**src/rtl/add8u_err_sweeper.sv**
```systemverilog
// Exhaustive error characterizer for an unsigned approximate adder: walks every
// operand pair, compares against the exact sum and accumulates MAE/EP/WCE statistics.
module add8u_err_sweeper #(
  parameter int W = 8
) (
  input  logic           clk,
  input  logic           rst,
  input  logic           start,
  input  logic           hold,
  output logic [W-1:0]   dut_a,
  output logic [W-1:0]   dut_b,
  input  logic [W:0]     dut_o,
  output logic           busy,
  output logic           done,
  output logic [3*W:0]   sum_abs_err,
  output logic [2*W:0]   err_cnt,
  output logic [W:0]     wce,
  output logic [W-1:0]   wce_a,
  output logic [W-1:0]   wce_b
);

  typedef enum logic [1:0] {
    S_IDLE  = 2'd0,
    S_RUN   = 2'd1,
    S_DRAIN = 2'd2,
    S_FIN   = 2'd3
  } state_t;

  state_t           state_r;
  logic [2*W-1:0]   idx_r;
  logic             s1_valid_r;
  logic [W:0]       s1_err_r;
  logic [W-1:0]     s1_a_r;
  logic [W-1:0]     s1_b_r;
  logic [W:0]       exact_s;
  logic [W:0]       err_s;
  logic             last_s;
  logic             s1_nz_s;

  function automatic logic [W:0] abs_diff(input logic [W:0] x, input logic [W:0] y);
    logic [W:0] d;
    if (x >= y) begin
      d = x - y;
    end else begin
      d = y - x;
    end
    return d;
  endfunction

  // The operand registers are the index itself, so A varies fastest and IDLE shows zero.
  assign dut_a = idx_r[W-1:0];
  assign dut_b = idx_r[2*W-1:W];

  // Error of the vector currently presented to the adder under test.
  always_comb begin
    exact_s = {1'b0, dut_a} + {1'b0, dut_b};
    err_s   = abs_diff(exact_s, dut_o);
    last_s  = (idx_r == {(2*W){1'b1}});
    s1_nz_s = (s1_err_r != {(W+1){1'b0}});
  end

  // Sequencer, sample stage and result accumulators.
  always_ff @(posedge clk) begin
    if (rst) begin
      state_r     <= S_IDLE;
      idx_r       <= {(2*W){1'b0}};
      s1_valid_r  <= 1'b0;
      s1_err_r    <= {(W+1){1'b0}};
      s1_a_r      <= {W{1'b0}};
      s1_b_r      <= {W{1'b0}};
      busy        <= 1'b0;
      done        <= 1'b0;
      sum_abs_err <= {(3*W+1){1'b0}};
      err_cnt     <= {(2*W+1){1'b0}};
      wce         <= {(W+1){1'b0}};
      wce_a       <= {W{1'b0}};
      wce_b       <= {W{1'b0}};
    end else begin
      done <= 1'b0;
      if (s1_valid_r) begin
        sum_abs_err <= sum_abs_err + {{(2*W){1'b0}}, s1_err_r};
        err_cnt     <= err_cnt + {{(2*W){1'b0}}, s1_nz_s};
        // Strict compare keeps the earliest vector on ties.
        if (s1_err_r > wce) begin
          wce   <= s1_err_r;
          wce_a <= s1_a_r;
          wce_b <= s1_b_r;
        end
      end
      case (state_r)
        S_IDLE: begin
          s1_valid_r <= 1'b0;
          if (start) begin
            state_r     <= S_RUN;
            busy        <= 1'b1;
            idx_r       <= {(2*W){1'b0}};
            sum_abs_err <= {(3*W+1){1'b0}};
            err_cnt     <= {(2*W+1){1'b0}};
            wce         <= {(W+1){1'b0}};
            wce_a       <= {W{1'b0}};
            wce_b       <= {W{1'b0}};
          end
        end
        S_RUN: begin
          if (!hold) begin
            s1_valid_r <= 1'b1;
            s1_err_r   <= err_s;
            s1_a_r     <= dut_a;
            s1_b_r     <= dut_b;
            if (last_s) begin
              state_r <= S_DRAIN;
              idx_r   <= {(2*W){1'b0}};
            end else begin
              idx_r <= idx_r + {{(2*W-1){1'b0}}, 1'b1};
            end
          end else begin
            s1_valid_r <= 1'b0;
          end
        end
        S_DRAIN: begin
          s1_valid_r <= 1'b0;
          busy       <= 1'b0;
          done       <= 1'b1;
          state_r    <= S_FIN;
        end
        S_FIN: begin
          s1_valid_r <= 1'b0;
          state_r    <= S_IDLE;
        end
        default: begin
          s1_valid_r <= 1'b0;
          busy       <= 1'b0;
          state_r    <= S_IDLE;
        end
      endcase
    end
  end

endmodule
```
**config.mk**
```make
export PLATFORM = sky130hd
export DESIGN_NAME = add8u_err_sweeper
export DESIGN_NICKNAME = d
export VERILOG_FILES = /design/src/rtl/add8u_err_sweeper.sv
export SDC_FILE = /design/constraint.sdc
export NUM_CORES = 1
export LEC_CHECK = 0
export CORE_MARGIN = 2
export CORE_UTILIZATION = 45
export CTS_CLUSTER_DIAMETER = 50
export DETAILED_ROUTE_END_ITERATION = 12
export GPL_TIMING_DRIVEN = 0
export PLACE_DENSITY = 0.79
export SLEW_MARGIN = 20
export SYNTH_ARGS = -nofsm -noshare
export SYNTH_HDL_FRONTEND = slang
export SYNTH_SLANG_ARGS = --single-unit
```
**constraint.sdc**
```tcl
create_clock -name clk -period 4.6 [get_ports clk]
set_input_delay 0.92 -clock clk [delete_from_list [all_inputs] [get_ports clk]]
set_output_delay 0.92 -clock clk [all_outputs]
set_load 0.02 [all_outputs]
```
# After elaboration in Yosys (flattened, before gate mapping)
# Cells that the tools add are included.
[word_totals]
elab_cells = 70
mem_bits_rw = 0
n_memories = 0
rom_bits = 0
regBits = 113
inputBits = 13
output_inout_bits = 85
latch_bits = 0
[op_classes]
mux = 32
n_mul = 0
n_shift = 0
add_sub_neg = 6
n_div = 0
n_bitwise = 1
n_eq_ne = 7
reduce_logical = 9
n_lt_le_gt_ge = 2
[op_table]
columns = ["cell", "count"]
rows = [
  ["25-bit two-way mux", 3],
  ["8-bit two-way mux", 8],
  ["17-bit two-way mux", 3],
  ["16-bit two-way mux", 3],
  ["9-bit two-way mux", 5],
  ["16-bit one-hot mux with 2 select lines", 1],
  ["25-bit by 9-bit adder with 25-bit output", 1],
  ["9-bit subtractor", 2],
  ["17-bit by 1-bit adder with 17-bit output", 1],
  ["16-bit by 1-bit adder with 16-bit output, second input constant", 1],
  ["16-bit == test, second input constant", 1],
  ["8-bit by 8-bit adder with 9-bit output", 1],
  ["9-bit greater-or-equal comparator", 1],
  ["9-bit greater-than comparator", 1],
  ["9-bit nonzero test", 1],
  ["2-bit one-hot mux with 4 select lines", 1],
  ["2-bit two-way mux", 3],
  ["2-bit inequality test, second input constant", 3],
  ["3-bit AND reduction", 2],
  ["2-bit == test, second input constant", 2],
  ["1-bit one-hot mux with 2 select lines", 2],
  ["2-bit AND reduction", 2],
  ["2-bit nonzero test", 2],
  ["1-bit two-way mux", 3],
  ["4 further kinds", 4],
]

# Longest topological paths before layout
[logic_depth]
ltp_word = 5
ltp_mapped = 18
mapped_depth_nobuf = 16

# Worst setup path after synthesis
# OpenSTA, ideal clock, no wires.
[synth_timing]
path_type = "register to register"
start = "register idx_r[9]"
end = "register s1_err_r[7]"
setup_time_ns = 0.086
synth_period_minus_slack_ns = 3.677
t_arrival_ns = 3.591
slack_ns = 0.923
path_stages_with_launch = 19
t_required_ns = 4.514
path_buffers = 2
cell_sequence = "dfxtp_1 ha_1 a21o_1 a21oi_1 nor2b_1 o21a_1 nor4_1 nor3_1 xor2_1 ha_1 buf_6 a21oi_4 nand2_2 or2_0 a211o_1 buf_6 o211ai_1 xor2_1 a211oi_1"
[synth_between]
elab_chain_cells = 3
elab_cells_between_ends = 5
classes_between = "add/sub: 3; order compare: 1; mux: 1"
[synth_lines]
columns = ["item", "line", "text"]
rows = [
  ["start, declared", "30", "logic [2*W-1:0] idx_r;"],
  ["start signal, assigned", "66", "idx_r <= {(2*W){1'b0}};"],
  ["start signal, assigned", "96", "idx_r <= {(2*W){1'b0}};"],
  ["start signal, assigned", "112", "idx_r <= {(2*W){1'b0}};"],
  ["8-bit by 8-bit adder with 9-bit output *", "56", "exact_s = {1'b0, dut_a} + {1'b0, dut_b};"],
  ["9-bit subtractor (tied with other cells)", "45", "d = y - x;"],
  ["9-bit two-way mux *", "42", "if (x >= y) begin"],
  ["end signal, assigned", "68", "s1_err_r <= {(W+1){1'b0}};"],
  ["end signal, assigned", "107", "s1_err_r <= err_s;"],
  ["end, declared", "32", "logic [W:0] s1_err_r;"],
]
# Mark *: on every way between the ends. The rest lies on a longest branch, timed or not.
# A chain may end at the register's enable or synchronous reset.

# Final worst setup path
[layout_timing]
start = "register idx_r[0]"
end = "register s1_err_r[4]"
# The elaborated chain is that of the path after synthesis.

==> flow_summary_export.csv <==
group,metric,value,unit
run_status,status,"completed",
place,portBuffers,97,
setup_path,required,4.88,ns
timing,drv_slew,0,
logic_synthesis,synth_area_leaders,"dfxtp_1 (36%), ha_1 (9.8%), a21oi_1 (5.4%)",
setup_path,startpoint,"idx_r[0]",
setup_path,critPathKind,"reg -> reg",
logic_synthesis,syn-num-nets,821,
setup_path,reg2regPathDepth,17,
setup_path,cp_slowest_stage_delay,0.41,ns
logic_synthesis,synth_edf_count,0,
die,floorplan.initialDensity,45.6,%
place,gp_congestion,0.885,
setup_path,r2r_setup_slack,0.61,ns
setup_path,cp_slowest_cell,"dfxtp_1",
setup_path,worstReg2RegEnd,"s1_err_r[4]",
timing,max_freq,251,MHz
final_layout,utilization,58.4,%
die,coreArea,0.0137,sq mm
logic_synthesis,ys_seq_elements,113,
setup_path,endpoint,"s1_err_r[4]",
grt,gr-total-overflow,0,
setup_path,startpoint_type,"flip-flop",
die,rows,43,
detailed_routing,routed.top_layer,"met4",
logic_synthesis,netlist_area,0.00625,sq mm
timing,finalHoldViolCount,0,
logic_synthesis,yosysUniqueCellTypes,54,
detailed_routing,wl_met3,917,microns
clock_tree,post_cts_resize_count,0,
die,die_h,122,microns
logic_synthesis,synth_top_cell_by_area,"dfxtp_1",
timing,holdWs,0.457,ns
setup_path,regToRegStartpoint,"idx_r[0]",
detailed_routing,vias,5731,
clock_tree,cts_tree,"built",
clock_tree,root_buffer,"clkbuf_16",
detailed_routing,drt_wl_total,15500,microns
place,hpwl,11300,microns
grt,grt_max_degree,17,
detailed_routing,dr.pass1.iters,5,
die,die_w,122,microns
job,drv_cap,0,
setup_path,worstPathArrival,4.27,ns
clock_tree,cts_buffers,17,
detailed_routing,drc,0,
die,io_pins,98,
logic_synthesis,synthFlopType,"dfxtp_1",
clock_tree,htreeDepth,4,
clock_tree,cts.hold.buffers_added,0,
final_layout,syn_to_final_growth,28.2,%
logic_synthesis,seq_area_frac_synth,36.2,%
clock_tree,clockBufferDepth,2,
clock_tree,clkLatencyLatePin,0.41,ns
power,powerDensity,390,mW/mm^2
detailed_routing,drtIter0Drc,298,
timing,clock_skew,0.00551,ns
logic_synthesis,syn_avg_cell_area,8.28,sq um
power,p_leak,2.94,nW
setup_path,path_max_fanout,7,
timing,setup_viol_count_final,0,
logic_synthesis,synth-async-reset-ratio,0,%
grt,groute.usage.overall,21.5,%
logic_synthesis,synthCells,755,
grt,antenna_found_initial,0,
timing,grt_setup_unrepaired,"no",
clock_tree,clk_pin_slew,0.06,ns
clock_tree,cts_sinks,113,
detailed_routing,viasPerCell,5.39,
detailed_routing,wire_per_inst,14.6,microns
logic_synthesis,synth_top_area_share,36.2,%
logic_synthesis,yosysWarnings,0,
timing,slew_headroom,42.3,%
timing,tns,0,ns
timing,tightestPinTransition,0.857,ns
grt,grt_pass1_vias,5310,
final_layout,n_antenna_cell,0,
detailed_routing,wl_met2,7460,microns
grt,grt_pass1_wl,25300,microns
clock_tree,post_cts_buffers,0,
detailed_routing,postRouteAntennaNets,0,
timing,min_period,3.99,ns
final_layout,layout-drive-gt1-share,5.43,%
setup_path,end_kind,"flip-flop",
detailed_routing,wl_met1,6900,microns
die,die_area,0.0148,sq mm
setup_path,crit_chain,"ha_1 -> fa_1 -> a21o_1 -> a21oi_1 -> o21bai_1 -> a21oi_1 -> xnor2_1 -> ha_1 -> clkbuf_2 -> nand4_1 -> nor2_1 -> or2_0 -> a211o_1 -> buf_6 -> mux2i_1 -> xnor2_1 -> a211oi_2",
final_layout,layout.nets,937,
power,vdd_ir_drop_max,0.287,mV
timing,finalCritPeriodShare,86.6,%
worst_hold_path,hold_class,"reg -> reg",
## worst min-delay path by stage
| stage | cells after the start | from | endpoint |
|---|---|---|---|
| floorplan | 2 | s1_a_r[0] | s1_a_r[0] |
| global placement | 2 | s1_b_r[2] | s1_b_r[2] |
| global route | 2 | s1_a_r[3] | s1_a_r[3] |
| detailed placement | 2 | s1_b_r[2] | s1_b_r[2] |
| CTS | 2 | s1_b_r[2] | s1_b_r[2] |
| finish | 2 | s1_a_r[6] | s1_a_r[6] |
## metrics by stage
stage / cell area [sq um] / std cells / setup slack (ns) / total power [W]
after floorplan: 6250 / 755 / 0.923 / 0.00166
after detailed placement: 7450 / 1032 / 0.635 / 0.00189
after CTS: 8010 / 1064 / 0.609 / 0.00313
after global placement: 7450 / 1032 / 0.665 / 0.00187
after global routing: 8010 / 1064 / 0.367 / 0.00329
final: 8010 / 1064 / 0.615 / 0.00313
## synthesized netlist by cell type, drive strengths merged, types with 11 or more instances
| library cell | number |
|---|---|
| inv | 48 |
| nand2 | 66 |
| nand4 | 16 |
| nand3 | 46 |
| and3 | 11 |
| ha | 49 |
| a211oi | 15 |
| xnor2 | 26 |
| xor2 | 32 |
| mux2i | 15 |
| nor2 | 79 |
| o21ai | 47 |
| a21oi | 69 |
| clkbuf | 28 |
| dfxtp | 113 |
## cell type report
class,instances,area (sq um)
fill,1210,5710
multi-input combinational,559,3620
inverter,48,180
timing repair buffer,97,971
sequential,113,2260
tap,180,225
clock inverter,12,111
clock buffer,20,457
buffer,35,188
## critical path, delay by kind of cell, from the launching register on
kind	cells	cell delay, ns
buffers and inverters	2	0.31
adder cells (fa/ha/maj)	3	0.95
AND/OR/NAND/NOR	3	0.43
flip-flops	1	0.41
AO/OA/AOI/OAI	6	1.14
XOR/XNOR	2	0.50
multiplexers	1	0.13
## cell families (layout without fill, tap and decap cells)
family / Yosys count / after routing / share of synthesized area (%)
multiplexers: 15 / 15 / 2.40
flip-flops: 113 / 113 / 36.2
buffers and inverters: 83 / 212 / 5.89
AO/OA/AOI/OAI: 170 / 170 / 16.5
XOR/XNOR: 58 / 58 / 8.13
AND/OR/NAND/NOR: 263 / 263 / 19.8
adder cells (fa/ha/maj): 53 / 53 / 11.1
## registers in the layout (all words and copies together), names as in the netlist
| signal | flops |
|---|---|
| wce_b | 8 |
| busy | 1 |
| done | 1 |
| s1_valid_r | 1 |
| idx_r | 16 |
| sum_abs_err | 25 |
| s1_a_r | 8 |
| err_cnt | 17 |
| s1_err_r | 9 |
| s1_b_r | 8 |
| state_r | 2 |
| wce | 9 |
| wce_a | 8 |
## layout by cell type, fill, tap and decap left out, types with 3 or more instances in the layout
| cell type | instances |
|---|---|
| a211o_1 | 4 |
| a211oi_1 | 14 |
| a21o_1 | 9 |
| a21oi_1 | 68 |
| a31oi_1 | 3 |
| and2_1 | 5 |
| and3_1 | 11 |
| buf_6 | 3 |
| clkbuf_1 | 25 |
| clkbuf_16 | 17 |
| clkbuf_8 | 5 |
| clkdlybuf4s50_1 | 97 |
| clkinvlp_4 | 9 |
| dfxtp_1 | 113 |
| fa_1 | 4 |
| ha_1 | 49 |
| inv_1 | 48 |
| mux2i_1 | 15 |
| nand2_1 | 65 |
| nand2b_1 | 6 |
| nand3_1 | 46 |
| nand4_1 | 16 |
| nor2_1 | 79 |
| nor2b_1 | 6 |
| nor3_1 | 9 |
| nor4_1 | 5 |
| o21a_1 | 6 |
| o21ai_0 | 47 |
| or4_1 | 3 |
| xnor2_1 | 26 |
| xor2_1 | 32 |
## report_power, final
| group | leakage (nW) | total [W] | internal, W | switching [W] |
|---|---|---|---|---|
| combinational | 1.78 | 0.000812 | 0.000269 | 0.000543 |
| sequential | 0.912 | 0.00108 | 0.00102 | 0.0000556 |
| clock | 0.249 | 0.00124 | 0.000768 | 0.000469 |
## routing by layer
layer  global-route usage [%]  vias to the layer above
met1                     27.2                     2678
met5                        0                        -
li1                         -                     2859
met4                     6.75                        0
met3                     5.76                       20
met2                     35.6                      174
Note: power is estimated with default switching activity, not from simulation.
